===== src/rtl/vga_pkg.sv =====
// Default VGA mode (800x600 @ 60 Hz, 40 MHz pixel clock) and vga_if field widths.
package vga_pkg;
   localparam int HOR_ACTIVE = 800;
   localparam int HOR_FP     = 40;
   localparam int HOR_SYNC   = 128;
   localparam int HOR_BP     = 88;
   localparam int HOR_TOTAL  = HOR_ACTIVE + HOR_FP + HOR_SYNC + HOR_BP;

   localparam int VER_ACTIVE = 600;
   localparam int VER_FP     = 1;
   localparam int VER_SYNC   = 4;
   localparam int VER_BP     = 23;
   localparam int VER_TOTAL  = VER_ACTIVE + VER_FP + VER_SYNC + VER_BP;

   localparam int FCNT_W     = 16;
   localparam int CNT_W      = 11;
   localparam int RGB_W      = 12;
endpackage


===== src/rtl/vga_if.sv =====
// Display pipeline stream: pixel position, sync/blank timing and colour for one pixel per clock.
interface vga_if;
   import vga_pkg::*;

   logic [CNT_W-1:0] hcount;
   logic [CNT_W-1:0] vcount;
   logic             hsync;
   logic             vsync;
   logic             hblnk;
   logic             vblnk;
   logic [RGB_W-1:0] rgb;

   modport out (output hcount, vcount, hsync, vsync, hblnk, vblnk, rgb);
   modport in  (input  hcount, vcount, hsync, vsync, hblnk, vblnk, rgb);
endinterface


===== src/rtl/vga_timing_gen.sv =====
// VGA timing source: counters, active-high sync, blanking, line/frame strobes and frame count.
// All outputs registered (1 clk from en); en = 0 freezes the pixel and silences the strobes.
module vga_timing_gen #(
   parameter int HOR_ACTIVE = vga_pkg::HOR_ACTIVE,
   parameter int HOR_FP     = vga_pkg::HOR_FP,
   parameter int HOR_SYNC   = vga_pkg::HOR_SYNC,
   parameter int HOR_BP     = vga_pkg::HOR_BP,
   parameter int VER_ACTIVE = vga_pkg::VER_ACTIVE,
   parameter int VER_FP     = vga_pkg::VER_FP,
   parameter int VER_SYNC   = vga_pkg::VER_SYNC,
   parameter int VER_BP     = vga_pkg::VER_BP,
   parameter int FCNT_W     = vga_pkg::FCNT_W
) (
   input  logic              clk,
   input  logic              rst_n,
   input  logic              en,
   vga_if.out                vga_out,
   output logic              line_start,
   output logic              frame_start,
   output logic [FCNT_W-1:0] frame_cnt
);
   import vga_pkg::*;

   localparam int HT = HOR_ACTIVE + HOR_FP + HOR_SYNC + HOR_BP;
   localparam int VT = VER_ACTIVE + VER_FP + VER_SYNC + VER_BP;

   generate
      if (HT > 2048 || VT > 2048) begin : g_bad_mode
         $error("vga_timing_gen: mode totals do not fit 11-bit counters");
      end
   endgenerate

   localparam logic [CNT_W-1:0] H_LAST   = CNT_W'(HT - 1);
   localparam logic [CNT_W-1:0] V_LAST   = CNT_W'(VT - 1);
   localparam logic [CNT_W-1:0] H_ACT    = CNT_W'(HOR_ACTIVE);
   localparam logic [CNT_W-1:0] HS_BEG   = CNT_W'(HOR_ACTIVE + HOR_FP);
   localparam logic [CNT_W-1:0] HS_END   = CNT_W'(HOR_ACTIVE + HOR_FP + HOR_SYNC);
   localparam logic [CNT_W-1:0] V_ACT    = CNT_W'(VER_ACTIVE);
   localparam logic [CNT_W-1:0] VS_BEG   = CNT_W'(VER_ACTIVE + VER_FP);
   localparam logic [CNT_W-1:0] VS_END   = CNT_W'(VER_ACTIVE + VER_FP + VER_SYNC);
   localparam logic [CNT_W-1:0] CNT_ONE  = CNT_W'(1);

   logic [CNT_W-1:0]  hcount_q, hcount_d;
   logic [CNT_W-1:0]  vcount_q, vcount_d;
   logic              hsync_q, hsync_d;
   logic              vsync_q, vsync_d;
   logic              hblnk_q, hblnk_d;
   logic              vblnk_q, vblnk_d;
   logic              line_start_q, line_start_d;
   logic              frame_start_q, frame_start_d;
   logic [FCNT_W-1:0] frame_cnt_q, frame_cnt_d;
   logic [CNT_W-1:0]  h_nxt, v_nxt;

   // Decode on the next counter values so every registered field describes the same pixel.
   always_comb begin
      h_nxt         = hcount_q;
      v_nxt         = vcount_q;
      hcount_d      = hcount_q;
      vcount_d      = vcount_q;
      hsync_d       = hsync_q;
      vsync_d       = vsync_q;
      hblnk_d       = hblnk_q;
      vblnk_d       = vblnk_q;
      line_start_d  = 1'b0;
      frame_start_d = 1'b0;
      frame_cnt_d   = frame_cnt_q;
      if (en) begin
         h_nxt = (hcount_q == H_LAST) ? '0 : hcount_q + CNT_ONE;
         if (hcount_q == H_LAST) begin
            v_nxt = (vcount_q == V_LAST) ? '0 : vcount_q + CNT_ONE;
         end
         hcount_d      = h_nxt;
         vcount_d      = v_nxt;
         hblnk_d       = (h_nxt >= H_ACT);
         hsync_d       = (h_nxt >= HS_BEG) && (h_nxt < HS_END);
         vblnk_d       = (v_nxt >= V_ACT);
         vsync_d       = (v_nxt >= VS_BEG) && (v_nxt < VS_END);
         line_start_d  = (h_nxt == '0);
         frame_start_d = (h_nxt == '0) && (v_nxt == '0);
         frame_cnt_d   = frame_cnt_q + FCNT_W'(frame_start_d);
      end
   end

   always_ff @(posedge clk or negedge rst_n) begin
      if (!rst_n) begin
         hcount_q      <= '0;
         vcount_q      <= '0;
         hsync_q       <= 1'b0;
         vsync_q       <= 1'b0;
         hblnk_q       <= 1'b0;
         vblnk_q       <= 1'b0;
         line_start_q  <= 1'b0;
         frame_start_q <= 1'b0;
         frame_cnt_q   <= '0;
      end else begin
         hcount_q      <= hcount_d;
         vcount_q      <= vcount_d;
         hsync_q       <= hsync_d;
         vsync_q       <= vsync_d;
         hblnk_q       <= hblnk_d;
         vblnk_q       <= vblnk_d;
         line_start_q  <= line_start_d;
         frame_start_q <= frame_start_d;
         frame_cnt_q   <= frame_cnt_d;
      end
   end

   assign vga_out.hcount = hcount_q;
   assign vga_out.vcount = vcount_q;
   assign vga_out.hsync  = hsync_q;
   assign vga_out.vsync  = vsync_q;
   assign vga_out.hblnk  = hblnk_q;
   assign vga_out.vblnk  = vblnk_q;
   assign vga_out.rgb    = '0;
   assign line_start     = line_start_q;
   assign frame_start    = frame_start_q;
   assign frame_cnt      = frame_cnt_q;

endmodule

===== src/flat_wrapper.sv =====
// flat-port wrapper written by rule: the top's interface ports become plain ports
module vga_timing_gen_flat import vga_pkg::*;
#(
   parameter int HOR_ACTIVE = vga_pkg::HOR_ACTIVE,
   parameter int HOR_FP     = vga_pkg::HOR_FP,
   parameter int HOR_SYNC   = vga_pkg::HOR_SYNC,
   parameter int HOR_BP     = vga_pkg::HOR_BP,
   parameter int VER_ACTIVE = vga_pkg::VER_ACTIVE,
   parameter int VER_FP     = vga_pkg::VER_FP,
   parameter int VER_SYNC   = vga_pkg::VER_SYNC,
   parameter int VER_BP     = vga_pkg::VER_BP,
   parameter int FCNT_W     = vga_pkg::FCNT_W
)
  (clk, rst_n, en, line_start, frame_start, frame_cnt, vga_out_hcount, vga_out_vcount, vga_out_hsync, vga_out_vsync, vga_out_hblnk, vga_out_vblnk, vga_out_rgb);
  vga_if vga_out_i ();
  input  logic clk;
  input  logic rst_n;
  input  logic en;
  output logic line_start;
  output logic frame_start;
  output logic [FCNT_W-1:0] frame_cnt;
  output wire logic [$bits(vga_out_i.hcount)-1:0] vga_out_hcount;
  output wire logic [$bits(vga_out_i.vcount)-1:0] vga_out_vcount;
  output wire logic [$bits(vga_out_i.hsync)-1:0] vga_out_hsync;
  output wire logic [$bits(vga_out_i.vsync)-1:0] vga_out_vsync;
  output wire logic [$bits(vga_out_i.hblnk)-1:0] vga_out_hblnk;
  output wire logic [$bits(vga_out_i.vblnk)-1:0] vga_out_vblnk;
  output wire logic [$bits(vga_out_i.rgb)-1:0] vga_out_rgb;
  assign vga_out_hcount = vga_out_i.hcount;
  assign vga_out_vcount = vga_out_i.vcount;
  assign vga_out_hsync = vga_out_i.hsync;
  assign vga_out_vsync = vga_out_i.vsync;
  assign vga_out_hblnk = vga_out_i.hblnk;
  assign vga_out_vblnk = vga_out_i.vblnk;
  assign vga_out_rgb = vga_out_i.rgb;
  vga_timing_gen #(.HOR_ACTIVE(HOR_ACTIVE), .HOR_FP(HOR_FP), .HOR_SYNC(HOR_SYNC), .HOR_BP(HOR_BP), .VER_ACTIVE(VER_ACTIVE), .VER_FP(VER_FP), .VER_SYNC(VER_SYNC), .VER_BP(VER_BP), .FCNT_W(FCNT_W)) u_core (.clk(clk), .rst_n(rst_n), .en(en), .vga_out(vga_out_i), .line_start(line_start), .frame_start(frame_start), .frame_cnt(frame_cnt));
endmodule

===== config.mk =====
export PLATFORM = sky130hd
export DESIGN_NAME = vga_timing_gen_flat
export DESIGN_NICKNAME = d
export VERILOG_FILES = /design/src/rtl/vga_pkg.sv /design/src/rtl/vga_if.sv /design/src/rtl/vga_timing_gen.sv /design/src/flat_wrapper.sv
export SDC_FILE = /design/constraint.sdc
export NUM_CORES = 1
export LEC_CHECK = 0
export ABC_AREA = 1
export CORE_ASPECT_RATIO = 1.2
export CORE_MARGIN = 10
export CORE_UTILIZATION = 40
export DETAILED_ROUTE_END_ITERATION = 8
export DONT_BUFFER_PORTS = 1
export PLACE_DENSITY = 0.53
export SYNTH_ARGS = -nofsm -noshare
export SYNTH_HDL_FRONTEND = slang
export SYNTH_SLANG_ARGS = --single-unit

===== constraint.sdc =====
create_clock -name clk -period 4.17 [get_ports clk]
set_clock_uncertainty 0.15 [all_clocks]
set_input_delay 1.0425 -clock clk [delete_from_list [all_inputs] [get_ports clk]]
set_output_delay 1.0425 -clock clk [all_outputs]
set_load 0.005 [all_outputs]

==> run metrics, run 1 <==
Detail Route Antenna Nets 0; minimum clock period 3.57 ns; Critical Path End Type flip-flop; Setup violations, final 0; max FFs per register 16; initial core utilization 0.417; critical path class reg -> reg; final net count 408; core footprint 0.00694 mm^2; Syn Std Cell Area 0.00289 mm^2; Site Rows 33; Synth top area share 0.381; yosys warns 0; Post-synth EDFFs 0; worst skew pair latency 0.30 ns; leakage power 1.55 nW; total CTS buffers 5; RSZ-0062 raised after global routing false; CTS tree built; H-tree Lvls 2; post-layout util 0.436; Tightest Hold Check Type in -> async; Synth Instances 401; Die Wd 97.6 um; die area 0.0110 mm^2; pin count of the biggest net entering global routing 45; DR pass1 iterations 4; WP data arrival 3.61 ns; clock sinks 44; dpl hpwl 5600 um; top post-synthesis cells by area dfrtp_1, nand2_1, nand3_1, inv_1, nor2_1; power per cell area 407 mW/mm^2; outcome finished clean; RePlAce Congestion 0.818; first-pass GRT wire length 12400 um; setup TNS 0 ns; WL final 7330 um; Max Freq 280 MHz; Final Cycle Share 0.856; hold_buf cts 0; number of I/O port buffers 0; Slew headroom 0.470; ant diodes 0; Synth cell types 33; GRT Residual Overflow 0; Syn Area/Cell 7.21 um^2; post-DR vias/cell 5.05; post-synth top area cell dfrtp_1; asr flop ratio synth 1.00; fraction of layout cells with a size suffix above 1 0.0775; die height 113 um; post-synthesis sequential area ratio 0.381; Worst Tran Pin Value 0.795 ns; antenna violations before repair 0; residual DRC count 0; CTS max path bufs 2; Max-cap violations 0; Final Hold Fails 0; fill cell count 729; FF+latch count, synth 44; CP Data Required Time 4.21 ns; vias 2460; R2R cell count 16; Post CTS Setup Buffer Count 0; WL per Instance 15.1 um; Top FF cell, synth dfrtp_1; maximum vdd drop 0.166 mV; clk root buf clkbuf_8; crit path max fanout 11; Top Ports 59; CTS clk-pin slew, worst paths 0.09 ns; DR iter-0 viols 99; Area Overhead vs Synth 4.72%; vias in the first global route 2437; GRT Overall Usage 0.132; startpoint types flip-flop; final max-slew violation count 0
## stage by stage
step	hold WS, ns	worst slack [ns]	area (um^2)	std cells	power (mW)
after floorplan	0.318	1.17	2930	412	0.819
after global placement	0.357	0.547	2910	479	0.899
after detailed placement	0.369	0.425	2910	479	0.899
after CTS	0.264	0.404	3020	487	1.25
after global routing	0.254	0.124	3030	487	1.33
final	0.275	0.599	3030	487	1.23
## layer usage
metal  vias to the layer above  track usage  wire length [um]
met5                         -            0                 0
met4                         0       0.0398               116
met3                        11       0.0359               454
met2                        56        0.237              3710
met1                      1137        0.147              3050
li1                       1256            -                 -
## where the power goes
group	switching, mW	internal, mW	leakage, nW
clock network	0.162	0.181	0.0548
registers	0.113	0.478	0.570
logic	0.193	0.105	0.926
total	0.468	0.764	1.55
## cells in the mapped netlist (6+ instances only)
master / number
dfrtp_1: 44
xnor2_1: 6
nand3_1: 38
nand4_1: 13
buf_4: 13
nand2_2: 6
ha_1: 6
nor2_1: 35
inv_1: 50
o21ai_0: 26
xor2_1: 10
nand2_1: 107
nor3_1: 8
## cells in the final DEF, fill, tap and decap left out, types with 4 or more instances in the layout
cell      count
nand4_1      13
nand3_1      38
xor2_1       10
nor2_1       34
o21ai_0      26
clkbuf_8      5
nor3_1        8
inv_1        50
a21oi_1       4
nand2_2       6
xnor2_1       6
ha_1          6
conb_1       12
nand2_1     107
nand3_2       4
dfrtp_1      44
nor2_2        6
## final cells by class
cell class	instances	area (um^2)	area share
clock buffer	5	68.8	0.0227
clock inverter	3	46.3	0.0153
inverter	50	188	0.0620
multi-input combinational	298	1510	0.500
sequential	44	1100	0.364
tap	87	109	0.0360
## path summary, 6_finish.rpt
check / start / to / slack (ns)
min reg2reg: u_core.vga_out.vsync / u_core.vga_out.vsync / 0.37
max: u_core.vga_out.hcount[0] / u_core.frame_cnt[15] / 0.60
min in group clk: u_core.vga_out.vsync / u_core.vga_out.vsync / 0.37
max reg2reg: u_core.vga_out.hcount[0] / u_core.frame_cnt[15] / 0.60
max in group asynchronous: rst_n / u_core.vga_out.vcount[5] / 3.50
min: rst_n / u_core.vga_out.hcount[3] / 0.28
## critical path, stage by stage (launching register included)
cell	delay (ns)
dfrtp_1	0.47
ha_1	0.26
nand4_1	0.18
nor2_2	0.40
or2b_1	0.30
nand3_1	0.13
nand3_1	0.09
nor2_1	0.10
nand3_1	0.10
inv_1	0.07
ha_1	0.18
nand4_1	0.15
nor2_1	0.22
nand3_1	0.14
nor3_1	0.25
nand3_1	0.13
xnor2_1	0.15
## logic make-up after synthesis
family / after synthesis / share of synthesized area
compound gates: 39 / 0.0736
xor+xnor: 16 / 0.0485
fa+ha+maj: 6 / 0.0260
buf+inv: 70 / 0.110
flops: 44 / 0.381
other cells: 1 / 0.00130
simple gates: 225 / 0.359
## repair_timing
item                                    in CTS  in global routing
hold endpoints to repair                     0                  0
resized for setup                            0                  1
endpoints found under the setup margin       0                  1
No activity file was read; power rests on OpenSTA's default activity.
==> run 2, diff against run 1 <==
--- a/config.mk
+++ b/config.mk
@@ -12,6 +12,7 @@
 export DETAILED_ROUTE_END_ITERATION = 8
 export DONT_BUFFER_PORTS = 1
 export PLACE_DENSITY = 0.53
+export SLEW_MARGIN = 30
 export SYNTH_ARGS = -nofsm -noshare
 export SYNTH_HDL_FRONTEND = slang
 export SYNTH_SLANG_ARGS = --single-unit
==> results of run 2 <==
Final layout, timing and power as in run 1 (identical DEF).
==> run 3, diff against run 2 <==
--- a/config.mk
+++ b/config.mk
@@ -10,8 +10,7 @@
 export CORE_MARGIN = 10
 export CORE_UTILIZATION = 40
 export DETAILED_ROUTE_END_ITERATION = 8
-export DONT_BUFFER_PORTS = 1
-export PLACE_DENSITY = 0.53
+export PLACE_DENSITY = 0.64
 export SLEW_MARGIN = 30
 export SYNTH_ARGS = -nofsm -noshare
 export SYNTH_HDL_FRONTEND = slang
==> run 3 against run 2 <==
- non-clock buffer count is 47 higher
- die area stayed put
- design area is 15% higher
- register-to-register slack better by 0.03 ns
- largest power group unchanged
- combinational power is 44% higher
- via count is 9.9% higher
- core utilization is 6.7 points higher
- clock power is 1% lower
- sequential share of layout area is 4.8 points lower
==> run metrics, run 3 (synthesized netlist as in run 1, its figures left out) <==
clock sinks 44 (unchanged); Area after DPL 0.00337 mm^2 (+16%); register share of total power 0.429 (-0.051); CP Data Required Time 4.22 ns (about the same); CTS clk-pin slew, worst paths 0.09 ns (about the same); H-tree Lvls 2 (unchanged); maximum vdd drop 0.140 mV (-15%); hold_buf cts 0 (unchanged); Final Cycle Share 0.848 (-0.00791); Site Rows 33 (unchanged); Top Ports 59 (unchanged); total CTS buffers 5 (unchanged); clk root buf clkbuf_8; final net count 455 (+12%); Critical Path End Type flip-flop; Slowest-stage cell, CP dfrtp_1; sw frac 0.366 (-0.0134); worst skew pair latency 0.30 ns (about the same); crit path max fanout 11 (unchanged); fraction of layout cells with a size suffix above 1 0.0738 (-0.00367); fill cell count 738 (+1.2%); Crit path top cell by count nand3_1; WL final 7320 um (-0.16%); minimum clock period 3.54 ns (-0.0330 ns); DR pass1 iterations 4 (unchanged); Tightest Hold Check Type reg -> reg; WP data arrival 3.58 ns (-0.03 ns); GRT Residual Overflow 0 (unchanged); RSZ-0062 raised after global routing false; commonest non-fill, non-tap cells in the layout nand2_1, inv_1, clkdlybuf4s50_1, dfrtp_1, nand3_1; CTS tree built; critical path class reg -> reg; antenna violations before repair 0 (unchanged); Int Pwr 0.851 mW (+11%); startpoint types flip-flop; CTS max path bufs 2 (unchanged); ant diodes 0 (unchanged); Max Freq 283 MHz (+0.93%); final max-slew violation count 0 (unchanged); dpl hpwl 5640 um (+0.59%); combinational share of power 0.319 (+0.077); setup TNS 0 ns (unchanged); vias in the first global route 2653 (+8.9%); Die Wd 97.6 um (unchanged); vias 2703 (+9.9%); Area Overhead vs Synth 20.8%; Max-cap violations 0 (unchanged); Setup violations, final 0 (unchanged); first-pass GRT wire length 12500 um (+0.51%); leakage power 1.72 nW (+11%); Final Cell Area 0.00349 mm^2 (+15%); Final Hold Fails 0 (unchanged); final worst slack 0.632 ns (+0.0330 ns); P_sw 0.492 mW (+5.2%); commonest non-fill, non-tap cell in the layout nand2_1; core footprint 0.00694 mm^2 (unchanged); outcome finished clean; GRT Overall Usage 0.133 (+0.000990); initial core utilization 0.417 (unchanged); CP max stage delay 0.46 ns (about the same); Detail Route Antenna Nets 0 (unchanged); worst hold slack 0.321 ns (+0.0462 ns); pin count of the biggest net entering global routing 45 (unchanged); die area 0.0110 mm^2 (unchanged); Post-Place Worst Slack 0.458 ns (+0.0338 ns); Slew headroom 0.486 (+0.0167); worst path cell trace ha_1 -> nand4_1 -> nor2_2 -> or2b_1 -> nand3_1 -> nand3_1 -> nor2_1 -> nand3_1 -> inv_1 -> ha_1 -> nand4_1 -> nor2_1 -> nand3_1 -> nor3_1 -> nand3_1 -> xnor2_1; power per cell area 385 mW/mm^2 (-5.5%); die height 113 um (unchanged); Clk network pwr share 0.252 (-0.027); WL per Instance 13.7 um (-9.0%); Worst Tran Pin Value 0.770 ns (-0.0250 ns); residual DRC count 0 (unchanged); number of I/O port buffers 46 (+46); CP delay by family, top simple AND/OR/NAND/NOR gates; post-DR vias/cell 5.06 (+0.21%); max FFs per register 16 (unchanged); RePlAce Congestion 0.854 (+4.3%); DR iter-0 viols 110 (+11%); CP Buf/Inv Count 1 (unchanged)
run 3: changes by cell type in the layout (fill, tap and decap cells not counted), sizes merged:
| cell | change |
|---|---|
| buf | +2 |
| clkdlybuf4s50 | +45 |
run 3: cell type report:
cell class                      count  area, um^2  area share
Clock inverter                      3        46.3      0.0133
Timing Repair Buffer               47         465       0.133
Tap cell                           87         109      0.0312
Sequential cell                    44        1100       0.315
Clock buffer                        5        68.8      0.0197
Inverter                           50         188      0.0537
Multi-Input combinational cell    298        1510       0.434
run 3: metal layers:
metal / vias to the layer above / part of all wire / GRT usage
li1: 1347 / - / -
met1: 1261 / 0.40 / 0.144
met2: 74 / 0.51 / 0.235
met3: 21 / 0.064 / 0.0402
met4: 0 / 0.029 / 0.0544
met5: - / 0 / 0
run 3: stage by stage:
stage | power (mW) | util | instances
2_1_floorplan | 0.819 | - | 412
3_3_place_gp | 1.01 | 0.486 | 526
3_5_place_dp | 1.01 | 0.486 | 526
4_1_cts | 1.36 | 0.503 | 534
5_1_grt | 1.44 | 0.503 | 534
6_report | 1.34 | 0.503 | 534
run 3: what timing repair did:
item	4_1_cts	5_1_grt
gates resized for setup	0	1
buffers inserted	0	0
endpoints found under the setup margin	0	1
run 3: final timing paths:
check / slack, ns / end / depth (start not counted) / from
hold / removal: 0.32 / u_core.frame_cnt[15] / 1 / u_core.frame_cnt[15]
setup / recovery: 0.63 / u_core.frame_cnt[15] / 16 / u_core.vga_out.hcount[0]
setup reg to reg: 0.63 / u_core.frame_cnt[15] / 16 / u_core.vga_out.hcount[0]
min in group asynchronous: 0.58 / u_core.vga_out.vcount[3] / 1 / rst_n
hold reg to reg: 0.32 / u_core.frame_cnt[15] / 1 / u_core.frame_cnt[15]
max in group asynchronous: 2.91 / u_core.frame_cnt[3] / 1 / rst_n
run 3: power by group through the flow:
stage	Sequential [mW]	Combinational (mW)	Clock (mW)
after floorplan	0.565	0.254	0
after global placement	0.583	0.427	0
after detailed placement	0.584	0.430	0
after CTS	0.576	0.433	0.352
after global routing	0.588	0.486	0.370
final	0.577	0.428	0.338
